[src/rtl/ofs_fim_pcie_hdr_merge_if.sv]
// ofs_fim_pcie_hdr_merge_if: PCIe SS AXI-S bundle used for header, payload and merged TLP streams
//   tvalid/tready  handshake
//   tdata/tkeep    beat data and byte enables
//   tlast          end of packet
//   tuser_vendor   sideband vendor bits
//   source modport drives a stream, sink modport receives it
interface ofs_fim_pcie_hdr_merge_if #(
  parameter int DATA_W = 512,
  parameter int USER_W = 10
);
  logic              tvalid;
  logic              tready;
  logic [DATA_W-1:0] tdata;
  logic [DATA_W/8-1:0] tkeep;
  logic              tlast;
  logic [USER_W-1:0] tuser_vendor;
  modport source(output tvalid, tdata, tkeep, tlast, tuser_vendor, input tready);
  modport sink(input tvalid, tdata, tkeep, tlast, tuser_vendor, output tready);
endinterface

[src/rtl/ofs_fim_pcie_hdr_merge.sv]
// ofs_fim_pcie_hdr_merge: rebuild in-band PCIe SS TLPs from a sideband header stream and a bit-0 aligned payload stream
//   clk                 clock for all streams
//   rst_n               synchronous active-low reset
//   hdr_stream_source   one single-beat header per packet, header in the low half of tdata
//   data_stream_source  payload packet aligned at bit 0, empty TLP is one beat with tkeep=0
//   stream_sink         merged stream: header in low half of SOP beat, payload shifted up by half a bus
module ofs_fim_pcie_hdr_merge #(
  parameter int PL_DEPTH_OUT = 1,
  parameter int HDR_WIDTH    = 256
) (
  input logic                      clk,
  input logic                      rst_n,
  ofs_fim_pcie_hdr_merge_if.sink   hdr_stream_source,
  ofs_fim_pcie_hdr_merge_if.sink   data_stream_source,
  ofs_fim_pcie_hdr_merge_if.source stream_sink
);
  localparam int TDATA_WIDTH      = $bits(stream_sink.tdata);
  localparam int TKEEP_WIDTH      = TDATA_WIDTH / 8;
  localparam int USER_WIDTH       = $bits(stream_sink.tuser_vendor);
  localparam int HALF_TDATA_WIDTH = TDATA_WIDTH / 2;
  localparam int HALF_TKEEP_WIDTH = HALF_TDATA_WIDTH / 8;
  localparam int BW               = USER_WIDTH + 1 + TKEEP_WIDTH + TDATA_WIDTH;
  localparam logic [1:0] SOP   = 2'd0;
  localparam logic [1:0] BODY  = 2'd1;
  localparam logic [1:0] DRAIN = 2'd2;
  if (TDATA_WIDTH != 2 * HDR_WIDTH || PL_DEPTH_OUT < 1) begin : g_bad_cfg
    $fatal(1, "ofs_fim_pcie_hdr_merge: TDATA_WIDTH must be 2*HDR_WIDTH and PL_DEPTH_OUT >= 1");
  end
  logic [1:0]                  state;
  logic [1:0]                  state_nx;
  logic [HALF_TDATA_WIDTH-1:0] prev_data;
  logic [HALF_TKEEP_WIDTH-1:0] prev_keep;
  logic                        sop;
  logic                        body;
  logic                        drain;
  logic                        hi_nz;
  logic                        m_valid;
  logic                        m_ready;
  logic                        m_fire;
  logic                        m_last;
  logic [TDATA_WIDTH-1:0]      m_data;
  logic [TKEEP_WIDTH-1:0]      m_keep;
  logic [USER_WIDTH-1:0]       m_user;
  logic [BW-1:0]               pd [PL_DEPTH_OUT+1];
  logic                        pv [PL_DEPTH_OUT+1];
  logic                        pr [PL_DEPTH_OUT+1];
  logic                        unused;
  assign unused = ^{hdr_stream_source.tdata[TDATA_WIDTH-1:HALF_TDATA_WIDTH], hdr_stream_source.tkeep,
                    hdr_stream_source.tlast, data_stream_source.tuser_vendor};
  assign sop   = state == SOP;
  assign body  = state == BODY;
  // any state that is neither SOP nor BODY behaves as DRAIN and recovers to SOP
  assign drain = !sop && !body;
  // a non-empty high half on the last payload beat spills into one extra output beat
  assign hi_nz = data_stream_source.tkeep[HALF_TKEEP_WIDTH];
  // reset gating keeps both input readies low during the reset cycle
  assign m_ready = pr[0] && rst_n;
  assign m_fire  = m_valid && m_ready;
  always_comb begin
    m_valid  = sop ? hdr_stream_source.tvalid && data_stream_source.tvalid
             : body ? data_stream_source.tvalid : 1'b1;
    m_last   = drain ? 1'b1 : data_stream_source.tlast && !hi_nz;
    m_data   = drain ? {{HALF_TDATA_WIDTH{1'b0}}, prev_data}
             : {data_stream_source.tdata[HALF_TDATA_WIDTH-1:0],
                sop ? hdr_stream_source.tdata[HALF_TDATA_WIDTH-1:0] : prev_data};
    m_keep   = drain ? {{HALF_TKEEP_WIDTH{1'b0}}, prev_keep}
             : {data_stream_source.tkeep[HALF_TKEEP_WIDTH-1:0],
                sop ? {HALF_TKEEP_WIDTH{1'b1}} : prev_keep};
    m_user   = sop ? hdr_stream_source.tuser_vendor : '0;
    state_nx = drain ? SOP : !data_stream_source.tlast ? BODY : hi_nz ? DRAIN : SOP;
  end
  assign hdr_stream_source.tready  = sop && data_stream_source.tvalid && m_ready;
  assign data_stream_source.tready = ((sop && hdr_stream_source.tvalid) || body) && m_ready;
  always_ff @(posedge clk) begin
    if (!rst_n) begin
      state     <= SOP;
      prev_data <= '0;
      prev_keep <= '0;
    end else if (m_fire) begin
      state <= state_nx;
      if (!drain) begin
        prev_data <= data_stream_source.tdata[TDATA_WIDTH-1:HALF_TDATA_WIDTH];
        prev_keep <= data_stream_source.tkeep[TKEEP_WIDTH-1:HALF_TKEEP_WIDTH];
      end
    end
  end
  assign pd[0] = {m_user, m_last, m_keep, m_data};
  assign pv[0] = m_valid;
  // each stage is an output register plus one skid entry so ready never depends on downstream combinationally
  for (genvar g = 0; g < PL_DEPTH_OUT; g++) begin : g_stage
    logic [BW-1:0] out_d;
    logic [BW-1:0] skid_d;
    logic          out_v;
    logic          skid_v;
    assign pr[g]   = !skid_v;
    assign pv[g+1] = out_v;
    assign pd[g+1] = out_d;
    always_ff @(posedge clk) begin
      if (!rst_n) begin
        out_v  <= 1'b0;
        skid_v <= 1'b0;
        out_d  <= '0;
        skid_d <= '0;
      end else if (!out_v || pr[g+1]) begin
        out_v  <= skid_v || pv[g];
        out_d  <= skid_v ? skid_d : pd[g];
        skid_v <= 1'b0;
      end else if (pv[g] && !skid_v) begin
        skid_v <= 1'b1;
        skid_d <= pd[g];
      end
    end
  end
  assign pr[PL_DEPTH_OUT] = stream_sink.tready;
  assign stream_sink.tvalid = pv[PL_DEPTH_OUT];
  assign {stream_sink.tuser_vendor, stream_sink.tlast, stream_sink.tkeep, stream_sink.tdata} = pd[PL_DEPTH_OUT];
endmodule
[src/flat_wrapper.sv]
// flat-port wrapper written by rule: the top's interface ports become plain ports
module ofs_fim_pcie_hdr_merge_flat 
#(
  parameter int PL_DEPTH_OUT = 1,
  parameter int HDR_WIDTH    = 256
)
  (clk, rst_n, hdr_stream_source_tvalid, hdr_stream_source_tdata, hdr_stream_source_tkeep, hdr_stream_source_tlast, hdr_stream_source_tuser_vendor, hdr_stream_source_tready, data_stream_source_tvalid, data_stream_source_tdata, data_stream_source_tkeep, data_stream_source_tlast, data_stream_source_tuser_vendor, data_stream_source_tready, stream_sink_tvalid, stream_sink_tdata, stream_sink_tkeep, stream_sink_tlast, stream_sink_tuser_vendor, stream_sink_tready);
  ofs_fim_pcie_hdr_merge_if hdr_stream_source_i ();
  ofs_fim_pcie_hdr_merge_if data_stream_source_i ();
  ofs_fim_pcie_hdr_merge_if stream_sink_i ();
  input logic clk;
  input logic rst_n;
  input wire logic [$bits(hdr_stream_source_i.tvalid)-1:0] hdr_stream_source_tvalid;
  input wire logic [$bits(hdr_stream_source_i.tdata)-1:0] hdr_stream_source_tdata;
  input wire logic [$bits(hdr_stream_source_i.tkeep)-1:0] hdr_stream_source_tkeep;
  input wire logic [$bits(hdr_stream_source_i.tlast)-1:0] hdr_stream_source_tlast;
  input wire logic [$bits(hdr_stream_source_i.tuser_vendor)-1:0] hdr_stream_source_tuser_vendor;
  output wire logic [$bits(hdr_stream_source_i.tready)-1:0] hdr_stream_source_tready;
  input wire logic [$bits(data_stream_source_i.tvalid)-1:0] data_stream_source_tvalid;
  input wire logic [$bits(data_stream_source_i.tdata)-1:0] data_stream_source_tdata;
  input wire logic [$bits(data_stream_source_i.tkeep)-1:0] data_stream_source_tkeep;
  input wire logic [$bits(data_stream_source_i.tlast)-1:0] data_stream_source_tlast;
  input wire logic [$bits(data_stream_source_i.tuser_vendor)-1:0] data_stream_source_tuser_vendor;
  output wire logic [$bits(data_stream_source_i.tready)-1:0] data_stream_source_tready;
  output wire logic [$bits(stream_sink_i.tvalid)-1:0] stream_sink_tvalid;
  output wire logic [$bits(stream_sink_i.tdata)-1:0] stream_sink_tdata;
  output wire logic [$bits(stream_sink_i.tkeep)-1:0] stream_sink_tkeep;
  output wire logic [$bits(stream_sink_i.tlast)-1:0] stream_sink_tlast;
  output wire logic [$bits(stream_sink_i.tuser_vendor)-1:0] stream_sink_tuser_vendor;
  input wire logic [$bits(stream_sink_i.tready)-1:0] stream_sink_tready;
  assign hdr_stream_source_i.tvalid = hdr_stream_source_tvalid;
  assign hdr_stream_source_i.tdata = hdr_stream_source_tdata;
  assign hdr_stream_source_i.tkeep = hdr_stream_source_tkeep;
  assign hdr_stream_source_i.tlast = hdr_stream_source_tlast;
  assign hdr_stream_source_i.tuser_vendor = hdr_stream_source_tuser_vendor;
  assign hdr_stream_source_tready = hdr_stream_source_i.tready;
  assign data_stream_source_i.tvalid = data_stream_source_tvalid;
  assign data_stream_source_i.tdata = data_stream_source_tdata;
  assign data_stream_source_i.tkeep = data_stream_source_tkeep;
  assign data_stream_source_i.tlast = data_stream_source_tlast;
  assign data_stream_source_i.tuser_vendor = data_stream_source_tuser_vendor;
  assign data_stream_source_tready = data_stream_source_i.tready;
  assign stream_sink_tvalid = stream_sink_i.tvalid;
  assign stream_sink_tdata = stream_sink_i.tdata;
  assign stream_sink_tkeep = stream_sink_i.tkeep;
  assign stream_sink_tlast = stream_sink_i.tlast;
  assign stream_sink_tuser_vendor = stream_sink_i.tuser_vendor;
  assign stream_sink_i.tready = stream_sink_tready;
  ofs_fim_pcie_hdr_merge #(.PL_DEPTH_OUT(PL_DEPTH_OUT), .HDR_WIDTH(HDR_WIDTH)) u_core (.clk(clk), .rst_n(rst_n), .hdr_stream_source(hdr_stream_source_i), .data_stream_source(data_stream_source_i), .stream_sink(stream_sink_i));
endmodule
[config.mk]
export PLATFORM = sky130hd
export DESIGN_NAME = ofs_fim_pcie_hdr_merge_flat
export DESIGN_NICKNAME = d
export VERILOG_FILES = /design/src/rtl/ofs_fim_pcie_hdr_merge_if.sv /design/src/rtl/ofs_fim_pcie_hdr_merge.sv /design/src/flat_wrapper.sv
export SDC_FILE = /design/constraint.sdc
export NUM_CORES = 2
export LEC_CHECK = 0
export ABC_AREA = 0
export CAP_MARGIN = 25
export CORE_AREA = 10 10 677 679
export DETAILED_ROUTE_END_ITERATION = 16
export DIE_AREA = 0 0 687 689
export PLACE_DENSITY_LB_ADDON = 0.3
export SYNTH_ARGS = -nofsm -noshare
export SYNTH_HDL_FRONTEND = slang
export SYNTH_SLANG_ARGS = --single-unit
[constraint.sdc]
create_clock -name clk -period 4.83 [get_ports clk]
set_clock_uncertainty 0.15 [all_clocks]
set_input_delay 0.7245 -clock clk [delete_from_list [all_inputs] [get_ports clk]]
set_output_delay 0.7245 -clock clk [all_outputs]
set_load 0.05 [all_outputs]
==> impl_results.md <==
* Clock latency at the later pin of the worst-skew pair at 0.89 ns
* Post-CTS setup buffer count at 0
* TritonCTS clock tree: done
* Initial Utilization at roughly 14%
* Ys Warns at 0
* Worst Tran Pin Value at ~1.2 ns
* Post-synth cell types at 34
* RSZ-0062 raised after global routing: false
* Worst Path Required at slightly below 4 ns
* Root Buffer: clkbuf_16
* Final Hold Fails at 0
* Syn avg cell area at about 9.5 um2
* Worst-path clk slew at around 0.060 ns
* CP Data Arrival Time at 3.45 ns
* Worst vdd ir at ~0.26 mV
* Final nets at just under 9,000
* GRT Total Usage at 15.3%
* Cells after Synth at approximately 6,800
* Final setup vio count at 0
* RD Place Congestion at 0.839
* Crit path from: u_core.state[1]
* R2R Path Start: u_core.state[1]
* Routed WL at between 300,000 and 400,000 um
* Post-DP HPWL at roughly 280,000 um
* Top FF cell, synth: dfxtp_1
* Port Buf Inserts at approximately 1,400
* Seq/Total Area, Yosys at a little under half
* DR iter-0 viols at about 4,200
* Number of global-route vias before repair at between 50,000 and 60,000
* Area grow syn2layout at 41.5%
* Net Count, Synth at 7,936
* Worst hold stages at 3
* Final ANT Viol Nets at 0
* Final min period at around 4.3 ns
* Most common cell after layout, fill and taps aside: dfxtp_1
* Critical path peak fanout at 33
* Via count at 59,418
* # Max-Cap Violations at 0
* Yosys reg bits at ~1,500
* Share of layout cells above drive strength 1 at about a tenth
* Fillers at slightly below 50,000
* WL/cell at approximately 28 um
* Pre-Repair DR Iteration Count at 7
* Worst min path class: input pin to flip-flop
* Total Neg Setup Slack at 0 ns
* Synth async-reset ratio at 0%
* Die X at 687 um
* Utilization after layout at roughly a fifth
* Max_slew headroom at 22.8%
* DR DRC count at 0
* Slew Viols, Final at 0
* Num CTS Buffers at just under 200
* Period utilisation layout at about nine tenths
* Core Box Area at 444,000 um2
* P per Cell Area at ~370 nW/um2
* Initial antenna violation count at ~160
* Status: complete, no violations
* Cell count of the worst reg-to-reg path at 5
* Resized cells post-CTS at 0
* Vias per inst at between 4 and 5
* Crit Path Class: flip-flop to output pin
* Total gr overflow at 0
* I/O Pins at between 1,500 and 2,000
* Synth Cell Area at between 60,000 and 70,000 um2
* CTS max path bufs at 4
* HP Start: data_stream_source_tdata[407]
* EDFF count, synth at 0
* Die ar. at 473,000 um2
* CP endpoint kind: output pin
* # rows at roughly 250
* Die H at between 600 and 700 um
* Pleak at 0.0312 uW
* FMAX at 231 MHz
* Largest net degree at the start of global routing at roughly 210
* Commonest cells after routing, fill and taps aside: dfxtp_1, clkdlybuf4s50_1, a21oi_1
* Worst setup SP type: flip-flop
* Clk sinks at approximately 1,500
* H-tree depth at 4
* First-pass GRT wire length at between 500,000 and 600,000 um
report_power, final:
part           switching, uW  internal [uW]
Sequential               351          12700
Clock                   6220           8590
Combinational           3700           1990
worst paths after layout:
path,end,slack (ns)
setup / recovery,data_stream_source_tready,0.51
setup reg to reg,u_core.g_stage[0].skid_d[190],1.55
hold reg to reg,u_core.g_stage[0].skid_d[527],0.30
hold / removal,u_core.prev_data[151],0.23
metal layers:
| metal | share of wire [%] | GRT usage (%) |
|---|---|---|
| met1 | 39 | 17.3 |
| met2 | 48 | 26.4 |
| met3 | 8.9 | 5.92 |
| met4 | 3.4 | 4.54 |
| met5 | 0.23 | 0 |
cells by family after synthesis:
family          Yosys count  share of synthesized area, %
simple gates           2041                          18.8
buf+inv                 872                          6.28
mux                     331                          5.18
compound gates         2047                          23.8
flops                  1466                          45.9
timing repair:
| action | 4_1_cts | 5_1_grt |
|---|---|---|
| hold buffers | 1 | 0 |
| setup endpoints to repair | 0 | 0 |
| hold endpoints to repair | 8 | 0 |
cells in the mapped netlist (all sizes together) (2+ instances only):
cell / instances / share of area (%)
nor4: 256 / 2.5
nor2: 264 / 1.6
o21a: 2 / 0.023
mux2i: 331 / 5.2
nand2: 336 / 2.0
nor2b: 2 / 0.020
o221a: 256 / 4.5
nor3: 2 / 0.016
buf: 426 / 3.7
nand2b: 290 / 2.8
o31ai: 321 / 3.8
o21ai: 37 / 0.30
or2: 3 / 0.029
dfxtp: 1466 / 46
nand3: 10 / 0.078
nand4: 288 / 2.8
a21oi: 844 / 6.7
clkbuf: 445 / 2.6
or4: 2 / 0.023
o2bb2ai: 331 / 4.5
a32o: 256 / 4.0
nor4b: 10 / 0.14
nand3b: 288 / 3.4
nor3b: 289 / 3.4
state kept, by name, indices dropped and copies added, names as in the netlist:
register	flops
u_core.g_stage.out_d	587
u_core.state	2
u_core.stream_sink.tvalid	1
u_core.g_stage.skid_v	1
u_core.prev_keep	32
u_core.prev_data	256
u_core.g_stage.skid_d	587
area by class of cell:
| cell class | count | area, um2 | area share [%] |
|---|---|---|---|
| multi-input combinational | 4419 | 30600 | 33.9 |
| sequential | 1466 | 29400 | 32.5 |
| timing repair buffer | 1601 | 16500 | 18.2 |
| tap | 5928 | 7420 | 8.20 |
| clock buffer | 282 | 5600 | 6.19 |
| clock inverter | 58 | 748 | 0.828 |
| antenna | 57 | 143 | 0.158 |
| inverter | 1 | 11.3 | 0.0125 |
critical path, stage by stage, from the launching register on:
cell             delay, ns
dfxtp_4               0.77
or2_4                 0.73
nor3_2                0.06
buf_4                 0.21
clkdlybuf4s50_1       0.71
per-stage QoR:
step	total power, uW	hold slack [ns]	instance area (um2)	setup WS (ns)	cells
finish	33500	0.233	90400	0.507	13812
global route	34900	0.141	90300	0.265	13763
CTS	34200	0.0949	90200	0.267	13754
detailed placement	19100	0.295	83900	1.14	13413
global placement	19100	0.290	83700	0.980	13406
floorplan	16100	0.283	63900	1.63	6757
Power figures use the tool's default switching activity.
